## src/rtl/c3lib_ckmux_pkg.sv

```systemverilog
// -----------------------------------------------------------------------------
// c3lib_ckmux_pkg
//   Shared types and constants for the 4:1 clock-mux select sequencer.
//   - ckmux_seq_state_e : sequencer state encoding (2 bits)
//   - CKMUX_SEL_W       : width of the {s1,s0} mux select
//   - CKMUX_SEL_RST     : mux select driven out of reset
// -----------------------------------------------------------------------------
package c3lib_ckmux_pkg;

    localparam int unsigned CKMUX_SEL_W = 2;

    localparam logic [CKMUX_SEL_W-1:0] CKMUX_SEL_RST = 2'b00;

    typedef enum logic [1:0] {
        IDLE     = 2'd0,
        GATE_OFF = 2'd1,
        SWITCH   = 2'd2,
        GATE_ON  = 2'd3
    } ckmux_seq_state_e;

endpackage : c3lib_ckmux_pkg

```

## src/rtl/c3lib_ckmux4_sel_seq_dncnt.sv

```systemverilog
// -----------------------------------------------------------------------------
// c3lib_dncnt_load
//   Loadable down-counter with a zero flag. Used as the wait timer of the
//   clock-mux select sequencer. Load has priority over decrement; the count
//   holds at zero rather than wrapping.
//
//   clk      : reference clock
//   rst      : synchronous reset, active-high (count returns to 0)
//   load     : load load_val on the next edge
//   load_val : value to load
//   dec      : decrement on the next edge (ignored at zero)
//   is_zero  : count is zero
// -----------------------------------------------------------------------------
module c3lib_dncnt_load #(
    parameter int unsigned CNT_W = 8
) (
    input  logic             clk,
    input  logic             rst,
    input  logic             load,
    input  logic [CNT_W-1:0] load_val,
    input  logic             dec,
    output logic             is_zero
);

    logic [CNT_W-1:0] cnt_q;
    logic [CNT_W-1:0] cnt_d;

    always_comb begin
        cnt_d = cnt_q;
        if (load) begin
            cnt_d = load_val;
        end else if (dec && (cnt_q != '0)) begin
            cnt_d = cnt_q - 1'b1;
        end
    end

    always_ff @(posedge clk) begin
        if (rst) begin
            cnt_q <= '0;
        end else begin
            cnt_q <= cnt_d;
        end
    end

    assign is_zero = (cnt_q == '0);

endmodule : c3lib_dncnt_load

```

## src/rtl/c3lib_ckmux4_sel_seq.sv

```systemverilog
// -----------------------------------------------------------------------------
// c3lib_ckmux4_sel_seq
//   Sequences a select change of the 4:1 clock mux inside a gated window so no
//   runt clock reaches downstream logic: gate off, wait GATE_OFF_CYC, change
//   {s1,s0}, wait SETTLE_CYC, gate back on, pulse done.
//
//   state    | meaning
//   ---------+------------------------------------------------------------
//   IDLE     | gate enabled, waiting for a request
//   GATE_OFF | gate disabled, waiting before touching the selects
//   SWITCH   | selects updated, waiting for the mux output to settle
//   GATE_ON  | gate re-enabled, reporting completion
//
//   Ports
//   clk          : free-running reference clock (independent of muxed clocks)
//   rst          : synchronous reset, active-high
//   req_valid    : select request present (held until accepted)
//   req_sel      : requested {s1,s0}
//   req_ready    : request accepted on an edge where req_valid & req_ready
//   tst_override : scan/test override; freezes the sequencer in IDLE
//   s0, s1       : mux selects (registered)
//   ck_gate_en   : downstream clock-gate enable (registered)
//   busy         : switch sequence in progress
//   done         : one-cycle pulse when a request completes
//
//   All outputs are flops. req_ready is registered from the next state, so it
//   follows tst_override one cycle late and is low during the done cycle; the
//   latter keeps done from pulsing on two consecutive cycles.
// -----------------------------------------------------------------------------
module c3lib_ckmux4_sel_seq
    import c3lib_ckmux_pkg::*;
#(
    parameter int unsigned GATE_OFF_CYC = 4,
    parameter int unsigned SETTLE_CYC   = 8,
    parameter int unsigned CNT_W        = 8
) (
    input  logic                   clk,
    input  logic                   rst,
    input  logic                   req_valid,
    input  logic [CKMUX_SEL_W-1:0] req_sel,
    output logic                   req_ready,
    input  logic                   tst_override,
    output logic                   s0,
    output logic                   s1,
    output logic                   ck_gate_en,
    output logic                   busy,
    output logic                   done
);

    // Counter terminal count is zero, so load one less than the wait length.
    localparam logic [CNT_W-1:0] GOFF_LOAD   = CNT_W'(GATE_OFF_CYC - 1);
    localparam logic [CNT_W-1:0] SETTLE_LOAD = CNT_W'(SETTLE_CYC - 1);

    ckmux_seq_state_e        state_q, state_d;
    logic [CKMUX_SEL_W-1:0]  sel_q, sel_d;
    logic [CKMUX_SEL_W-1:0]  tgt_sel_q, tgt_sel_d;
    logic                    gate_en_q, gate_en_d;
    logic                    busy_q, busy_d;
    logic                    done_q, done_d;
    logic                    ready_q, ready_d;

    logic                    cnt_load;
    logic [CNT_W-1:0]        cnt_load_val;
    logic                    cnt_dec;
    logic                    cnt_zero;
    logic                    accept;

    c3lib_dncnt_load #(
        .CNT_W (CNT_W)
    ) u_wait_cnt (
        .clk      (clk),
        .rst      (rst),
        .load     (cnt_load),
        .load_val (cnt_load_val),
        .dec      (cnt_dec),
        .is_zero  (cnt_zero)
    );

    assign accept = req_valid & ready_q;

    always_comb begin
        state_d      = state_q;
        sel_d        = sel_q;
        tgt_sel_d    = tgt_sel_q;
        gate_en_d    = gate_en_q;
        busy_d       = busy_q;
        done_d       = 1'b0;
        cnt_load     = 1'b0;
        cnt_load_val = '0;
        cnt_dec      = 1'b0;

        case (state_q)
            IDLE: begin
                // Gate is held on in IDLE; this also covers the test override.
                gate_en_d = 1'b1;
                busy_d    = 1'b0;
                if (accept) begin
                    tgt_sel_d = req_sel;
                    if (req_sel == sel_q) begin
                        done_d = 1'b1;
                    end else begin
                        state_d      = GATE_OFF;
                        gate_en_d    = 1'b0;
                        busy_d       = 1'b1;
                        cnt_load     = 1'b1;
                        cnt_load_val = GOFF_LOAD;
                    end
                end
            end

            GATE_OFF: begin
                if (cnt_zero) begin
                    sel_d        = tgt_sel_q;
                    cnt_load     = 1'b1;
                    cnt_load_val = SETTLE_LOAD;
                    state_d      = SWITCH;
                end else begin
                    cnt_dec = 1'b1;
                end
            end

            SWITCH: begin
                if (cnt_zero) begin
                    gate_en_d = 1'b1;
                    state_d   = GATE_ON;
                end else begin
                    cnt_dec = 1'b1;
                end
            end

            GATE_ON: begin
                done_d  = 1'b1;
                busy_d  = 1'b0;
                state_d = IDLE;
            end

            default: begin
                state_d   = IDLE;
                gate_en_d = 1'b1;
                busy_d    = 1'b0;
            end
        endcase

        ready_d = (state_d == IDLE) & ~tst_override & ~done_d;
    end

    always_ff @(posedge clk) begin
        if (rst) begin
            state_q   <= IDLE;
            sel_q     <= CKMUX_SEL_RST;
            tgt_sel_q <= CKMUX_SEL_RST;
            gate_en_q <= 1'b1;
            busy_q    <= 1'b0;
            done_q    <= 1'b0;
            ready_q   <= 1'b1;
        end else begin
            state_q   <= state_d;
            sel_q     <= sel_d;
            tgt_sel_q <= tgt_sel_d;
            gate_en_q <= gate_en_d;
            busy_q    <= busy_d;
            done_q    <= done_d;
            ready_q   <= ready_d;
        end
    end

    assign s1         = sel_q[1];
    assign s0         = sel_q[0];
    assign ck_gate_en = gate_en_q;
    assign busy       = busy_q;
    assign done       = done_q;
    assign req_ready  = ready_q;

endmodule : c3lib_ckmux4_sel_seq

```

## config.mk

```make
export PLATFORM = sky130hd
export DESIGN_NAME = c3lib_ckmux4_sel_seq
export DESIGN_NICKNAME = d
export VERILOG_FILES = /design/src/rtl/c3lib_ckmux_pkg.sv /design/src/rtl/c3lib_ckmux4_sel_seq_dncnt.sv /design/src/rtl/c3lib_ckmux4_sel_seq.sv
export SDC_FILE = /design/constraint.sdc
export NUM_CORES = 1
export LEC_CHECK = 0
export ABC_AREA = 1
export CAP_MARGIN = 20
export CORE_MARGIN = 2
export CORE_UTILIZATION = 30
export CTS_CLUSTER_DIAMETER = 80
export DETAILED_ROUTE_END_ITERATION = 16
export GPL_TIMING_DRIVEN = 0
export SLEW_MARGIN = 10
export SYNTH_ARGS = -nofsm -noshare
export SYNTH_HDL_FRONTEND = slang
export SYNTH_SLANG_ARGS = --single-unit
```

## constraint.sdc

```tcl
create_clock -name clk -period 2.2 [get_ports clk]
set_clock_uncertainty 0.15 [all_clocks]
set_input_delay 0.33 -clock clk [delete_from_list [all_inputs] [get_ports clk]]
set_output_delay 0.33 -clock clk [all_outputs]
set_load 0.05 [all_outputs]
```

==> results by group <==
Timing
  • FMAX: 512.3 MHz
  • Slew headroom: 0.6653
  • Post-route minimum period: 1.952 ns
  • Unrepaired setup endpoints after global routing: no
  • Slew Viols, Final: 0
  • # setup viols final: 0
  • Setup WS post-layout: 0.2479 ns
  • Post-route clock period utilization: 0.8873
  • Worst slew pin tran: 0.5004 ns
  • Final TNS setup: 0 ns
  • Fin. Hold Viols: 0

Pwr
  • Combinational power share: 0.647
  • Int Power: 1.024 mW
  • Clock Power Share: 0.099
  • Sequential Power Share: 0.254
  • Sw power: 1.062 mW
  • P_leak: 0.5751 nW
  • Sw Ratio: 0.5091
  • Power Dens Cells: 1667 nW/um^2
  • Maximum vdd drop: 0.7616 mV

Place
  • Pre-CTS setup slack: 0.2720 ns
  • Routability Congestion: 0.8743
  • Number of port buffers: 10
  • Dpl cells: 212
  • Post-DP Area: 1215 um^2
  • Dpl hpwl: 1623 um

Synthesis
  • Cell variety after synth: 22
  • Mapped Area: 1057 um^2
  • Warnings from Yosys: 0
  • Mapped Nets: 168
  • Sequential fraction of the synthesis area: 0.3408
  • Cells after synthesis: 156
  • Yosys reg bits: 18
  • Avg Cell Area, Syn: 6.777 um^2

Die
  • Site Rows: 21
  • I/O Pins: 12
  • Chip width: 63.37 um
  • Die area: 4015 um^2
  • Initial Utilization: 0.3144
  • Die H: 63.37 um
  • Core area: 3363 um^2

Min path
  • Cells on Worst Hold Path: 2
  • Worst hold start: rst
  • Hold crit path type: input port to flip-flop
  • Endpoint of the worst hold path: state_q[1]

Global routing
  • Largest net degree at the start of global routing: 11
  • GRT met2 Usage: 0.1961
  • Gr usage total: 0.1242
  • M1 GR Usage: 0.1713
  • Met3 Usage GRT: 0.03214
  • Vias in the first global route: 895
  • Antenna violations before repair: 0
  • First-pass GRT wire length: 3995 um
  • Total congestion overflow: 0
  • GRT busiest layer: met2

Setup path
  • Worst EP required: 1.72 ns
  • R2r endpoint: u_wait_cnt.cnt_q[7]
  • R2R Setup Slk: 0.43 ns
  • CP cell instances: clkdlybuf4s50_1
  • Slowest cell on crit path: clkdlybuf4s50_1
  • WP data arrival: 1.47 ns
  • Crit Path Class: flip-flop to output port
  • Highest cell delay on the worst timing path: 0.81 ns
  • Family with the most delay on the worst path: buffers and inverters
  • Worst-path fanout max: 3
  • Setup crit end kind: output port
  • Startpoint types: flip-flop
  • Bufs and invs on worst path: 1
  • R2R depth: 9
  • Launching point of the worst reg2reg path: state_q[0]

CTS
  • Post_cts resized: 0
  • Clock root buffer master: clkbuf_4
  • CTS max path bufs: 2
  • H-tree levels: 1
  • CTS tree: yes
  • CTS Buf Count: 3
  • CTS clock-pin slew for the worst setup and hold paths: 0.11 ns
  • Cts-stage hold buffer count: 0
  • Postcts setup bufs: 0
  • Worst skew pair latency: 0.29 ns
  • Clk sinks: 18

Layout
  • Share of post-route cells with drive strength above 1: 0.1000
  • # nets final: 183
  • Layout area overhead: 18.34%
  • Fill cells: 396
  • Final Instance Area: 1251 um^2
  • Commonest cells after routing, fill and taps aside: 46 x nand2_1, 19 x inv_1, 18 x dfxtp_1
  • Non-filler cells, final: 216
  • Commonest non-fill, non-tap cell in the layout: nand2_1
  • Antenna Cells: 0

Route
  • DRT Pass-1 Iters: 4
  • Via count of the routed design: 943
  • Routed len/inst: 9.972 um
  • Final ANT Viol Nets: 0
  • Final WL: 2154 um
  • Vias per cell: 4.366
  • Drc violations: 0
  • DRT iter0 DRCs: 35

Run status
  • Status: finished, final reports clean

Run
  • Max-cap violations: 0
[sequential cells by signal, indices dropped and copies added, names as in the netlist]
| register | cells |
|---|---|
| sel_q | 2 |
| u_wait_cnt.cnt_q | 8 |
| busy | 1 |
| tgt_sel_q | 2 |
| state_q | 2 |
| ck_gate_en | 1 |
| done | 1 |
| req_ready | 1 |
[synth_stat cells, drive strengths merged]
cell    count  area share
nor3        1      0.0047
dfxtp      18        0.34
nand3      11       0.052
a21oi      14       0.066
nand4       6       0.036
buf         1       0.011
o22ai       1      0.0059
nand3b      2       0.014
clkbuf      1      0.0035
nand2      51        0.20
ha          6       0.071
xnor2       1      0.0083
o21ai       6       0.028
o211ai      1       0.012
nor2       16       0.078
inv        20       0.071
[worst max path at each step]
stage | startpoint | endpoint | slack (ns) | cells after the start
floorplan | req_ready | u_wait_cnt.cnt_q[6] | 0.55 | 7
global placement | req_valid | u_wait_cnt.cnt_q[6] | 0.27 | 8
detailed placement | req_valid | u_wait_cnt.cnt_q[7] | 0.27 | 8
CTS | sel_q[0] | s0 | 0.22 | 1
global route | sel_q[0] | s0 | 0.20 | 1
finish | sel_q[0] | s0 | 0.25 | 1
[stage by stage]
step | util | hold WS (ns) | power, mW
2_1_floorplan | - | 0.2948 | 1.619
3_3_place_gp | 0.3612 | 0.3049 | 1.898
3_5_place_dp | 0.3612 | 0.3100 | 1.892
4_1_cts | 0.3720 | 0.2896 | 2.115
5_1_grt | 0.3720 | 0.3069 | 2.324
6_report | 0.3720 | 0.2826 | 2.085
[layer usage]
metal,part of all wire,wire (um),up-vias
li1,-,-,529
met1,0.52,1111,401
met2,0.45,970,11
met3,0.025,53,2
met4,0.0088,19,0
met5,0,0,-
[layout make-up]
cell class | instances | area [um^2] | area share
inverters | 20 | 75.07 | 0.06000
clock buffers | 4 | 36.28 | 0.02900
multi-input cells | 116 | 606.8 | 0.4850
flip-flops and latches | 18 | 360.3 | 0.2880
repair buffers | 10 | 100.1 | 0.08000
well taps | 46 | 57.56 | 0.04600
plain buffers | 2 | 15.01 | 0.01200
[cell families (layout without fill, tap and decap cells)]
logic type      Yosys count  after routing  share of synthesized area
xor+xnor                  1              1                   0.008286
compound gates           22             22                     0.1124
fa+ha+maj                 6              6                    0.07100
flops                    18             18                     0.3408
buf+inv                  22             36                    0.08520
simple gates             87             87                     0.3822
[power groups by stage]
stage / combinational (mW) / clock (mW) / sequential, mW
3_5_place_dp: 1.36 / 0 / 0.537
5_1_grt: 1.55 / 0.228 / 0.549
6_report: 1.35 / 0.207 / 0.529
3_3_place_gp: 1.36 / 0 / 0.539
4_1_cts: 1.36 / 0.220 / 0.531
2_1_floorplan: 0.984 / 0 / 0.635
No activity file was read; power rests on OpenSTA's default activity.
